File: src/rtl/vga_fml_arb.sv
// N-channel FML arbiter: one priority channel, round-robin for the rest, bounded starvation.
// Bursts are granted whole; the slave port is muxed from the single owner while busy.
module vga_fml_arb #(
  parameter int unsigned fml_depth = 20,
  parameter int unsigned NCH       = 3,
  parameter int unsigned BURST     = 4,
  parameter int unsigned PRIO_CH   = 0,
  parameter int unsigned MAX_WAIT  = 4
) (
  input  logic                     sys_clk,
  input  logic                     sys_rst_n,
  input  logic [NCH*fml_depth-1:0] m_adr,
  input  logic [NCH-1:0]           m_stb,
  input  logic [NCH-1:0]           m_we,
  input  logic [2*NCH-1:0]         m_sel,
  input  logic [16*NCH-1:0]        m_do,
  output logic [NCH-1:0]           m_ack,
  output logic [15:0]              m_di,
  output logic [fml_depth-1:0]     s_adr,
  output logic                     s_stb,
  output logic                     s_we,
  output logic [1:0]               s_sel,
  output logic [15:0]              s_do,
  input  logic                     s_ack,
  input  logic [15:0]              s_di,
  output logic [NCH-1:0]           grant,
  output logic                     busy
);

  localparam int unsigned CW = $clog2(BURST + 1);
  localparam int unsigned IW = $clog2(NCH);
  localparam int unsigned SW = (MAX_WAIT > 0) ? $clog2(MAX_WAIT + 1) : 1;

  typedef enum logic [1:0] {StIdle, StReq, StBeat} state_e;

  state_e         state_q;
  logic [NCH-1:0] grant_q;
  logic [IW-1:0]  gidx_q;
  logic [IW-1:0]  ptr_q;
  logic [CW-1:0]  cnt_q;
  logic [SW-1:0]  starv_q;

  logic [NCH-1:0] others;
  logic           prio_win;
  logic           rr_found;
  logic [IW-1:0]  rr_idx;
  logic [IW-1:0]  rr_next;
  logic [IW-1:0]  win_idx;
  logic [CW-1:0]  cnt_load;

  // Round-robin search over non-priority requesters, starting at the pointer.
  always_comb begin
    int unsigned j;
    others          = m_stb;
    others[PRIO_CH] = 1'b0;
    rr_found        = 1'b0;
    rr_idx          = '0;
    j               = 0;
    for (int unsigned k = 0; k < NCH; k++) begin
      j = (32'(ptr_q) + k) % NCH;
      if (!rr_found && others[j]) begin
        rr_found = 1'b1;
        rr_idx   = IW'(j);
      end
    end
    rr_next  = IW'((32'(rr_idx) + 1) % NCH);
    prio_win = m_stb[PRIO_CH] &&
               ((MAX_WAIT == 0) || (32'(starv_q) < MAX_WAIT) || (others == '0));
    win_idx  = prio_win ? IW'(PRIO_CH) : rr_idx;
    cnt_load = m_we[gidx_q] ? CW'(BURST - 1) : CW'(BURST);
  end

  always_ff @(posedge sys_clk) begin
    if (!sys_rst_n) begin
      state_q <= StIdle;
      grant_q <= '0;
      gidx_q  <= '0;
      ptr_q   <= '0;
      cnt_q   <= '0;
      starv_q <= '0;
    end else begin
      unique case (state_q)
        StIdle: begin
          if (m_stb != '0) begin
            state_q <= StReq;
            grant_q <= {{(NCH-1){1'b0}}, 1'b1} << win_idx;
            gidx_q  <= win_idx;
            if (prio_win) begin
              if (others == '0) begin
                starv_q <= '0;
              end else if (32'(starv_q) < MAX_WAIT) begin
                starv_q <= starv_q + 1'b1;
              end
            end else begin
              starv_q <= '0;
              ptr_q   <= rr_next;
            end
          end
        end
        StReq: begin
          if (s_ack) begin
            cnt_q <= cnt_load;
            if (cnt_load == '0) begin
              state_q <= StIdle;
              grant_q <= '0;
            end else begin
              state_q <= StBeat;
            end
          end
        end
        StBeat: begin
          cnt_q <= cnt_q - 1'b1;
          if (cnt_q == CW'(1)) begin
            state_q <= StIdle;
            grant_q <= '0;
          end
        end
        default: begin
          state_q <= StIdle;
          grant_q <= '0;
        end
      endcase
    end
  end

  always_comb begin
    busy  = (state_q != StIdle);
    s_stb = (state_q == StReq);
    grant = grant_q;
    m_ack = (s_stb && s_ack) ? grant_q : '0;
    m_di  = s_di;
    s_adr = '0;
    s_we  = 1'b0;
    s_sel = '0;
    s_do  = '0;
    if (busy) begin
      s_adr = m_adr[gidx_q*fml_depth +: fml_depth];
      s_we  = m_we[gidx_q];
      s_sel = m_sel[gidx_q*2 +: 2];
      s_do  = m_do[gidx_q*16 +: 16];
    end
  end

endmodule

File: config.mk
export PLATFORM = sky130hd
export DESIGN_NAME = vga_fml_arb
export DESIGN_NICKNAME = d
export VERILOG_FILES = /design/src/rtl/vga_fml_arb.sv
export SDC_FILE = /design/constraint.sdc
export NUM_CORES = 1
export LEC_CHECK = 0
export BUFFER_PORTS_ARGS = -buffer_cell sky130_fd_sc_hd__clkbuf_2
export CAP_MARGIN = 5
export CORE_AREA = 2 2 77 79
export CTS_CLUSTER_SIZE = 10
export DETAILED_ROUTE_END_ITERATION = 7
export DIE_AREA = 0 0 79 81
export PLACE_DENSITY = 0.83
export SLEW_MARGIN = 20
export SYNTH_ARGS = -nofsm -noshare
export SYNTH_HDL_FRONTEND = slang
export SYNTH_SLANG_ARGS = --single-unit
export TNS_END_PERCENT = 50
File: constraint.sdc
create_clock -name sys_clk -period 4.2 [get_ports sys_clk]
set_input_delay 0.84 -clock sys_clk [delete_from_list [all_inputs] [get_ports sys_clk]]
set_output_delay 0.84 -clock sys_clk [all_outputs]
set_load 0.05 [all_outputs]
Yosys cells after proc, flatten, opt, wreduce, memory -nomap -nowiden --
Cells that the tools add are included.
Word-level totals: flip-flop bits (word level) 15, output and inout port bits 63, logic and storage cells 89
Cells by class: add/sub/neg operators 5, $mul 1, div/mod/pow operators 4, $lt $le $gt $ge 5, equality and inequality tests 8, shift operators 4, muxes and demuxes 35, bitwise operators 1, reductions and logical operators 20
Operator list (number):
- $lt A32 B3 Y1 const B | 3
- $mod A32 B2 Y32 const B | 3
- $shiftx A60 B8 Y20 | 1
- $shiftx A48 B7 Y16 | 1
- $mod A2 B2 Y32 const B | 1
- $mux W3 | 10
- $mux W20 | 1
- $mux W2 | 9
- $mux W16 | 1
- $pmux W3 S3 | 1
- $reduce_and A3 Y1 | 3
- $bmux W1 S2 | 4
- $mux W1 | 7
- $add A2 B1 Y3 const B | 2
- $logic_not A3 Y1 | 2
- $pmux W2 S3 | 1
- $pmux W3 S2 | 1
- $shiftx A6 B4 Y2 | 1
- $mul A2 B3 Y5 const B | 1
- $logic_and A1 B1 Y1 | 4
- $logic_not A2 Y1 | 2
- $ne A2 B1 Y1 const B | 2
- $ne A2 B2 Y1 const B | 2
- $reduce_and A2 Y1 | 2
- 16 further kinds | 18

Logic depth before layout (Yosys ltp) --
Gate-level depths: netlist of the first run.
word-level depth 14, mapped depth 7

Worst setup path before layout of the first run --
Ideal clock, no wire load.
path kind in2out, from input port m_we[2], to output port s_we, arrival 1.680 ns, data required time 3.360 ns, setup slack 1.680 ns, stages 4, buffers on the path 0, path through mux2i_1 -> nor2_1 -> a21oi_1 -> nor2_1
On the way: cells in the longest elaborated chain, start to end 3
RTL lines:
- from (decl) | RTL line 14 | input logic [NCH-1:0] m_we,
- $bmux W1 S2 | RTL line 138 | s_we = m_we[gidx_q];
- $mux W1 (not written as such) | RTL line 138
- $mux W1 | RTL line 136 | if (busy) begin
- to (decl) | RTL line 21 | output logic s_we,
No other way between the ends. The select of a mux whose other input is x is not followed.

Worst setup path after layout of the first run --
from register gidx_q[1], to output port s_adr[4]
On the way: cells in the longest elaborated chain, start to end 3
RTL lines:
- from (decl) | RTL line 38 | logic [IW-1:0] gidx_q;
- from (signal assigned) | RTL line 87 | gidx_q <= win_idx;
- $mul A2 B3 Y5 | RTL line 137 | s_adr = m_adr[gidx_q*fml_depth +: fml_depth];
- $shiftx A60 B8 Y20 | RTL line 137
- $mux W20 | RTL line 136
- to (decl) | RTL line 19 | output logic [fml_depth-1:0] s_adr,
No other way between the ends.

==> summary.md, run 1 <==
| Metric | Value |
|---|---|
| Chip Width | 79 µm |
| CTS max path bufs | 2 |
| Worst-path cell chain | buf_4 -> mux2i_1 -> nor2_1 -> a21oi_1 -> nor2_1 -> clkbuf_2 |
| First-pass GRT wire length | 9.64 mm |
| 1st-pass router iterations | 4 |
| Fin nets | 579 |
| Critical path's largest stage delay | 0.89 ns |
| Class of the worst hold path | flip-flop to flip-flop |
| Slowest cell on the critical path | dfxtp_2 |
| Hold WS | 0.486 ns |
| DP Cell Count | 503 |
| Worst-path clk slew | 0.06 ns |
| Placed cell areas | 2770 µm² |
| Largest family of logic cells by synthesized area | simple AND/OR/NAND/NOR gates |
| Slew Viols, Final | 0 |
| Global route overflow | 0 |
| Adder-cell share of the synthesized area | 4.94% |
| Post-route cell area | 2810 µm² |
| Postcts setup bufs | 0 |
| Status | finished, final reports clean |
| Worst path most repeated cell | nor2_1 |
| Leakage power | 1.43 nW |
| Setup TNS | 0 ns |
| Setup violators final | 0 |
| Seq/Total Area, Yosys | 15.0% |
| Crit end category | output port |
| Core Region | 5680 µm² |
| Post-Place Worst Slack | 1.39 ns |
| Period utilisation layout | 73.0% |
| Placer Congestion | 0.891 |
| MaxCap Viol Count | 0 |
| Cell count after synthesis | 289 |
| CP arrival | 2.23 ns |
| WP data required | 3.36 ns |
| TritonCTS clock tree | yes |
| Final worst slack | 1.13 ns |
| Pwr/cell area | 286 nW/µm² |
| Critical-path maximum fanout | 28 |
| Layout Area Growth over Synthesis | 40.7% |
| Core Util, Final | 49.6% |
| Die ar. | 6400 µm² |
| Post-DP HPWL | 5.49 mm |
| Total CTS buffers | 3 |
| Via-per-instance ratio | 4.91 |
| Cell variety after synth | 41 |
| Initial DRC count | 61 |
| Compound-Gate Fraction of Synth Area | 22.7% |
| Setup Skew | 0.00233 ns |
| Fraction of layout cells with a size suffix above 1 | 44.2% |
| Routed WL per cell | 13.3 µm |
| Drc violations | 0 |
| Die height | 81 µm |
| Fin crit period | 3.07 ns |
| Clock Latency Late Sink | 0.25 ns |
| Initial antenna violation count | 0 |
| Top achievable clock speed | 326 MHz |
| Clock root cell | clkbuf_8 |
| Antenna fix cells | 0 |
| Fillers | 599 |
| Port Buffer Count | 169 |
| Simple-gate area share of the yosys netlist | 25.3% |
| Mux cell area share after synthesis | 20.0% |
| Reg-to-reg setup timing slack | 2.08 ns |
| Vias in the first global route | 2141 |
| Post-cts resize count | 0 |
| Register area | 302 µm² |
| Tot GR Track Use | 18.5% |
| Antenna-violating nets left | 0 |
| Crit start category | flip-flop |
| VDD IR max | 183 µV |
| Synth async-reset ratio | 0% |
| Starting Density | 35.2% |
| Num ports | 202 |
| H-Tree Level Count | 1 |
| CTS Hold Bufs | 0 |
| Worst slew margin | 36.7% |
| Synth Area in XOR/XNOR | 0% |
| Endpoints failing hold | 0 |
| Yosys warning count | 0 |
| Mapped Nets | 435 |
| Seq cells post-synth | 15 |
| Post-Syn Area | 2000 µm² |
| RSZ-0062 raised after global routing | no |
| Post-synth EDFFs | 0 |
| Crit Path Category | flip-flop to output port |
| WL final | 6.74 mm |
| FP Rows | 28 |
| Multi-input logic area | 1460 µm² |
| Worst-Margin Slew | 0.947 ns |
| Via count | 2489 |
| Cell Count, Final, Fillers Out | 507 |
| Commonest register cell after synthesis | dfxtp_1 |
| Power Total | 0.805 mW |
| Post-Syn Area per Cell | 6.92 µm² |
| Pin count of the biggest net entering global routing | 43 |
| Clock sink count | 15 |
state kept, by name, indices dropped and copies added, names as in the netlist:
signal   flops
cnt_q        3
state_q      2
gidx_q       2
ptr_q        2
grant        3
starv_q      3
cells by family after synthesis:
group	Yosys count
buffers and inverters	44
muxes	40
and+or+nand+nor	113
adders and majority gates	8
DFF	15
AOI/OAI and AO/OA	69
worst max-delay path: cells and delay by family (launching register included):
family,cells,cell delay (ns)
AND/OR/NAND/NOR,2,0.12
flip-flops,1,0.89
buffers and inverters,2,0.59
AO/OA/AOI/OAI,1,0.15
multiplexers,1,0.21
layout by cell type (no fill, tap or decap), types with 2 or more instances in the layout:
cell | Yosys | routed
nand3_1 | 3 | 3
clkbuf_2 | 0 | 169
o21ai_1 | 3 | 3
o21a_1 | 3 | 3
inv_1 | 9 | 9
nand2_1 | 5 | 5
mux2i_1 | 40 | 40
ha_1 | 7 | 7
nand2b_1 | 4 | 4
nor2b_1 | 4 | 3
a22oi_1 | 3 | 3
o21ai_0 | 7 | 7
dfxtp_1 | 15 | 14
nor2b_2 | 1 | 2
nor2_1 | 85 | 85
buf_4 | 18 | 4
clkbuf_8 | 0 | 3
and2b_2 | 2 | 2
and3_1 | 4 | 4
a21oi_1 | 40 | 40
Yosys cell counts (all sizes together) (3+ instances only):
master	n	share of area, %
a22oi	4	2.2
dfxtp	15	15
inv	10	1.9
ha	7	4.4
nand3	3	0.75
nor2b	5	1.7
mux2i	40	20
nand2	5	0.94
o21a	3	1.1
nand2b	5	1.9
clkbuf	8	1.5
and3	4	1.3
a21oi	41	11
buf	26	8.7
o21ai	10	2.5
nor2	86	17
worst paths after layout:
path,from,to,cells past startpoint
setup / recovery,gidx_q[1]$_SDFFE_PN0P_,s_adr[4],6
hold / removal,grant[1]$_SDFFE_PN0P_,grant[1]$_SDFFE_PN0P_,2
setup reg to reg,state_q[1]$_SDFFE_PN0P_,ptr_q[1]$_SDFFE_PN0P_,5
hold reg to reg,grant[1]$_SDFFE_PN0P_,grant[1]$_SDFFE_PN0P_,2
area by class of cell:
| type | instances | area share (%) |
|---|---|---|
| Tap cell | 75 | 3.33 |
| Timing Repair Buffer | 173 | 31.1 |
| Sequential cell | 15 | 10.7 |
| Inverter | 10 | 1.33 |
| Multi-Input combinational cell | 230 | 51.9 |
| Clock buffer | 4 | 1.60 |
routing by layer:
| layer | GRT usage, % | share of wire [%] | up-vias |
|---|---|---|---|
| met1 | 24.2 | 41 | 1122 |
| met5 | 0 | 0 | - |
| met3 | 3.67 | 8.3 | 6 |
| met2 | 31.5 | 50 | 109 |
| li1 | - | - | 1252 |
| met4 | 4.14 | 0.61 | 0 |
power breakdown:
group          total (mW)  switching, mW  leakage (nW)  internal [mW]
Sequential          0.172         0.0164         0.123          0.155
Combinational       0.514          0.353          1.29          0.162
Clock               0.119         0.0520        0.0228         0.0674
Total               0.805          0.421          1.43          0.384
(Power assumes the default switching activity.)
==> run 2: changes to the inputs <==
--- a/config.mk
+++ b/config.mk
@@ -5,13 +5,13 @@
 export SDC_FILE = /design/constraint.sdc
 export NUM_CORES = 1
 export LEC_CHECK = 0
+export ABC_AREA = 1
 export BUFFER_PORTS_ARGS = -buffer_cell sky130_fd_sc_hd__clkbuf_2
 export CAP_MARGIN = 5
-export CORE_AREA = 2 2 77 79
+export CORE_UTILIZATION = 33
 export CTS_CLUSTER_SIZE = 10
 export DETAILED_ROUTE_END_ITERATION = 7
-export DIE_AREA = 0 0 79 81
-export PLACE_DENSITY = 0.83
+export PLACE_DENSITY = 0.8
 export SLEW_MARGIN = 20
 export SYNTH_ARGS = -nofsm -noshare
 export SYNTH_HDL_FRONTEND = slang
==> constraint.sdc (replaced) <==
create_clock -name sys_clk -period 2.6 [get_ports sys_clk]
set_input_delay 0.52 -clock sys_clk [delete_from_list [all_inputs] [get_ports sys_clk]]
set_output_delay 0.52 -clock sys_clk [all_outputs]
set_load 0.05 [all_outputs]
==> run 2 against run 1 <==
Hold slack worse by 0.017 ns. Via count is 14% higher. Register-to-register slack got worse by 1.2 ns. Critical path type unchanged. Routed wire length grew 1.7%. Combinational power rose to 3.6 times the previous value.
==> summary.md, run 2 <==
| Metric | Value |
|---|---|
| Worst-path clk slew | 0.06 ns (about the same) |
| VDD IR max | 506 µV (+180%) |
| CTS max path bufs | 2 (unchanged) |
| Crit end category | output port |
| Commonest cells after routing, fill and taps aside | 169 x clkbuf_2, 90 x nor2_1, 71 x nand2_1 |
| Total CTS buffers | 3 (unchanged) |
| Post-route cell area | 2830 µm² (+0.58%) |
| Postcts setup bufs | 0 (unchanged) |
| Post-cts resize count | 0 (unchanged) |
| Clock sink count | 15 (unchanged) |
| Setup violators final | 0 (unchanged) |
| Slew Viols, Final | 0 (unchanged) |
| Period utilisation layout | 84.8% |
| Hold WS | 0.470 ns (-0.0167 ns) |
| Register area | 300 µm² (-0.41%) |
| Die height | 79.9 µm (-1.4%) |
| Synth cell count leaders | 90 x nor2_1, 71 x nand2_1, 49 x a21oi_1, 42 x o21ai_0, 23 x inv_1 |
| R2R Path End | grant[0]$_SDFFE_PN0P_ |
| Most common cell in the netlist | nor2_1 |
| Post-synth EDFFs | 0 (unchanged) |
| Seq/Total Area, Yosys | 15.0% (-0.019 points) |
| Die ar. | 6380 µm² (-0.27%) |
| Worst slew margin | 67.9% (+31 points) |
| Antenna-violating nets left | 0 (unchanged) |
| Global route overflow | 0 (unchanged) |
| Yosys warning count | 0 (unchanged) |
| Placer Congestion | 0.796 (-11%) |
| Routed WL per cell | 11.7 µm (-12%) |
| TritonCTS clock tree | yes |
| Clock Latency Late Sink | 0.25 ns (about the same) |
| Placed cell areas | 2790 µm² (+0.59%) |
| Synth area leaders | nor2_1 17%, dfxtp_1 15%, nand2_1 13% |
| Status | finished, final reports clean |
| Fin nets | 659 (+14%) |
| Pwr/cell area | 842 nW/µm² (+190%) |
| Vias in the first global route | 2332 (+8.9%) |
| Crit path from | gidx_q[0]$_SDFFE_PN0P_ |
| Mux cell area share after synthesis | 0% (-20 points) |
| Top cell type by total area after synthesis | nor2_1 |
| Starting Density | 34.0% (-1.2 points) |
| Clock root cell | clkbuf_8 |
| Via-per-instance ratio | 4.85 (-1.3%) |
| DP Cell Count | 583 (+16%) |
| WP data required | 2.08 ns (-1.28 ns) |
| Top achievable clock speed | 454 MHz |
| Initial antenna violation count | 0 (unchanged) |
| MaxCap Viol Count | 0 (unchanged) |
| FP Rows | 28 (unchanged) |
| Leakage power | 1.53 nW (+6.6%) |
| 1st-pass router iterations | 4 (unchanged) |
| Via count | 2845 (+14%) |
| Class of the worst hold path | flip-flop to flip-flop |
| Crit start category | flip-flop |
| Endpoints failing hold | 0 (unchanged) |
| Pin count of the biggest net entering global routing | 40 (-7.0%) |
| Mapped Nets | 515 (+18%) |
| H-Tree Level Count | 1 (unchanged) |
| Most common cell after layout, fill and taps aside | clkbuf_2 |
| Chip Width | 79.9 µm (+1.1%) |
| First-pass GRT wire length | 10.2 mm (+5.7%) |
| Antenna fix cells | 0 (unchanged) |
| FF-to-FF path depth | 10 (+5) |
| RSZ-0062 raised after global routing | no |
| Tot GR Track Use | 19.8% (+1.3 points) |
| Synth async-reset ratio | 0% (unchanged) |
| Cell variety after synth | 29 (-29%) |
| Seq cells post-synth | 15 (unchanged) |
| Fin crit period | 2.20 ns |
| Core Util, Final | 48.1% (-1.5 points) |
| Drc violations | 0 (unchanged) |
| Cell Count, Final, Fillers Out | 587 (+16%) |
| CP arrival | 1.68 ns (-0.55 ns) |
| Layout Area Growth over Synthesis | 41.4% |
| Adder-cell share of the synthesized area | 4.38% (-0.57 points) |
| Hold depth | 2 (unchanged) |
| Worst r2r src | ptr_q[0]$_SDFFE_PN0P_ |
| Fillers | 620 (+3.5%) |
| HP Start | starv_q[1]$_SDFFE_PN0P_ |
| Initial DRC count | 130 (+110%) |
| Post-Syn Area per Cell | 5.43 µm² (-22%) |
| Crit Path Category | flip-flop to output port |
| Cell count after synthesis | 369 (+28%) |
| Simple-gate area share of the yosys netlist | 37.3% (+12 points) |
| Post-synth top area share | 16.9% (-3.2 points) |
| Num ports | 202 (unchanged) |
| CTS Hold Bufs | 0 (unchanged) |
| Commonest register cell after synthesis | dfxtp_1 |
| Hold Path Sink | starv_q[1]$_SDFFE_PN0P_ |
| Post-Syn Area | 2000 µm² (+0.13%) |
| Multi-input logic area | 1370 µm² (-6.4%) |
| Reg-to-reg setup timing slack | 0.84 ns (-1.24 ns) |
| Largest family of logic cells by synthesized area | simple AND/OR/NAND/NOR gates |
| Fraction of layout cells with a size suffix above 1 | 37.5% (-6.7 points) |
| Synth Area in XOR/XNOR | 0% (unchanged) |
| WL final | 6.86 mm (+1.7%) |
| Setup Skew | 0.00296 ns (+0.000629 ns) |
| Setup TNS | 0 ns (unchanged) |
| Worst-Margin Slew | 0.481 ns (-0.466 ns) |
| Port Buffer Count | 169 (unchanged) |
| Core Region | 5890 µm² (+3.7%) |
| Critical-path maximum fanout | 24 (-14%) |
| Post-DP HPWL | 5.33 mm (-2.9%) |
| Compound-Gate Fraction of Synth Area | 26.6% (+3.9 points) |
==> run 2: area by class of cell <==
type                       instances  area share, %
multi-input combinational        290           48.3
timing repair buffer             176           32.6
sequential                        15           10.6
inverter                          27           3.58
tap                               75           3.32
clock buffer                       4           1.59
==> run 2: worst max-delay path by stage <==
stage | end | depth (start not counted)
2_1_floorplan | m_ack[0] | 4
3_3_place_gp | s_adr[15] | 6
3_5_place_dp | s_adr[8] | 7
4_1_cts | s_adr[8] | 7
5_1_grt | s_do[3] | 6
6_report | s_adr[8] | 7
==> run 2: worst max-delay path: stages (launching register included) <==
cell and delay, ns:
dfxtp_1 0.33, inv_2 0.05, nand2_1 0.05, inv_2 0.25, buf_12 0.21, nand2_1 0.07, a21oi_1 0.16, clkbuf_2 0.30
==> run 2: kinds of logic (layout without fill, tap and decap cells) <==
group | after synthesis | in the layout
AOI/OAI and AO/OA | 101 | 101
buffers and inverters | 64 | 207
adders and majority gates | 7 | 7
and+or+nand+nor | 182 | 182
DFF | 15 | 15
==> run 2: routing by layer <==
layer,track usage [%],vias up,part of all wire [%],routed length (µm)
met3,3.20,5,7.0,479
met5,0,-,0,0
met4,4.82,0,0.80,55
li1,-,1458,-,-
met2,35.3,112,48,3270
met1,24.5,1270,45,3060
==> run 2: per-stage QoR <==
stage / worst slack, ns / power (mW)
after floorplan: 0.264 / 1.81
after CTS: 0.410 / 2.40
after global placement: 0.697 / 2.16
after global routing: 0.260 / 2.57
final: 0.395 / 2.38
after detailed placement: 0.692 / 2.19
==> run 2: where the power goes <==
group	leakage [nW]	internal [mW]	switching, mW
combinational	1.38	0.500	1.37
clock	0.0228	0.109	0.0881
sequential	0.123	0.279	0.0399
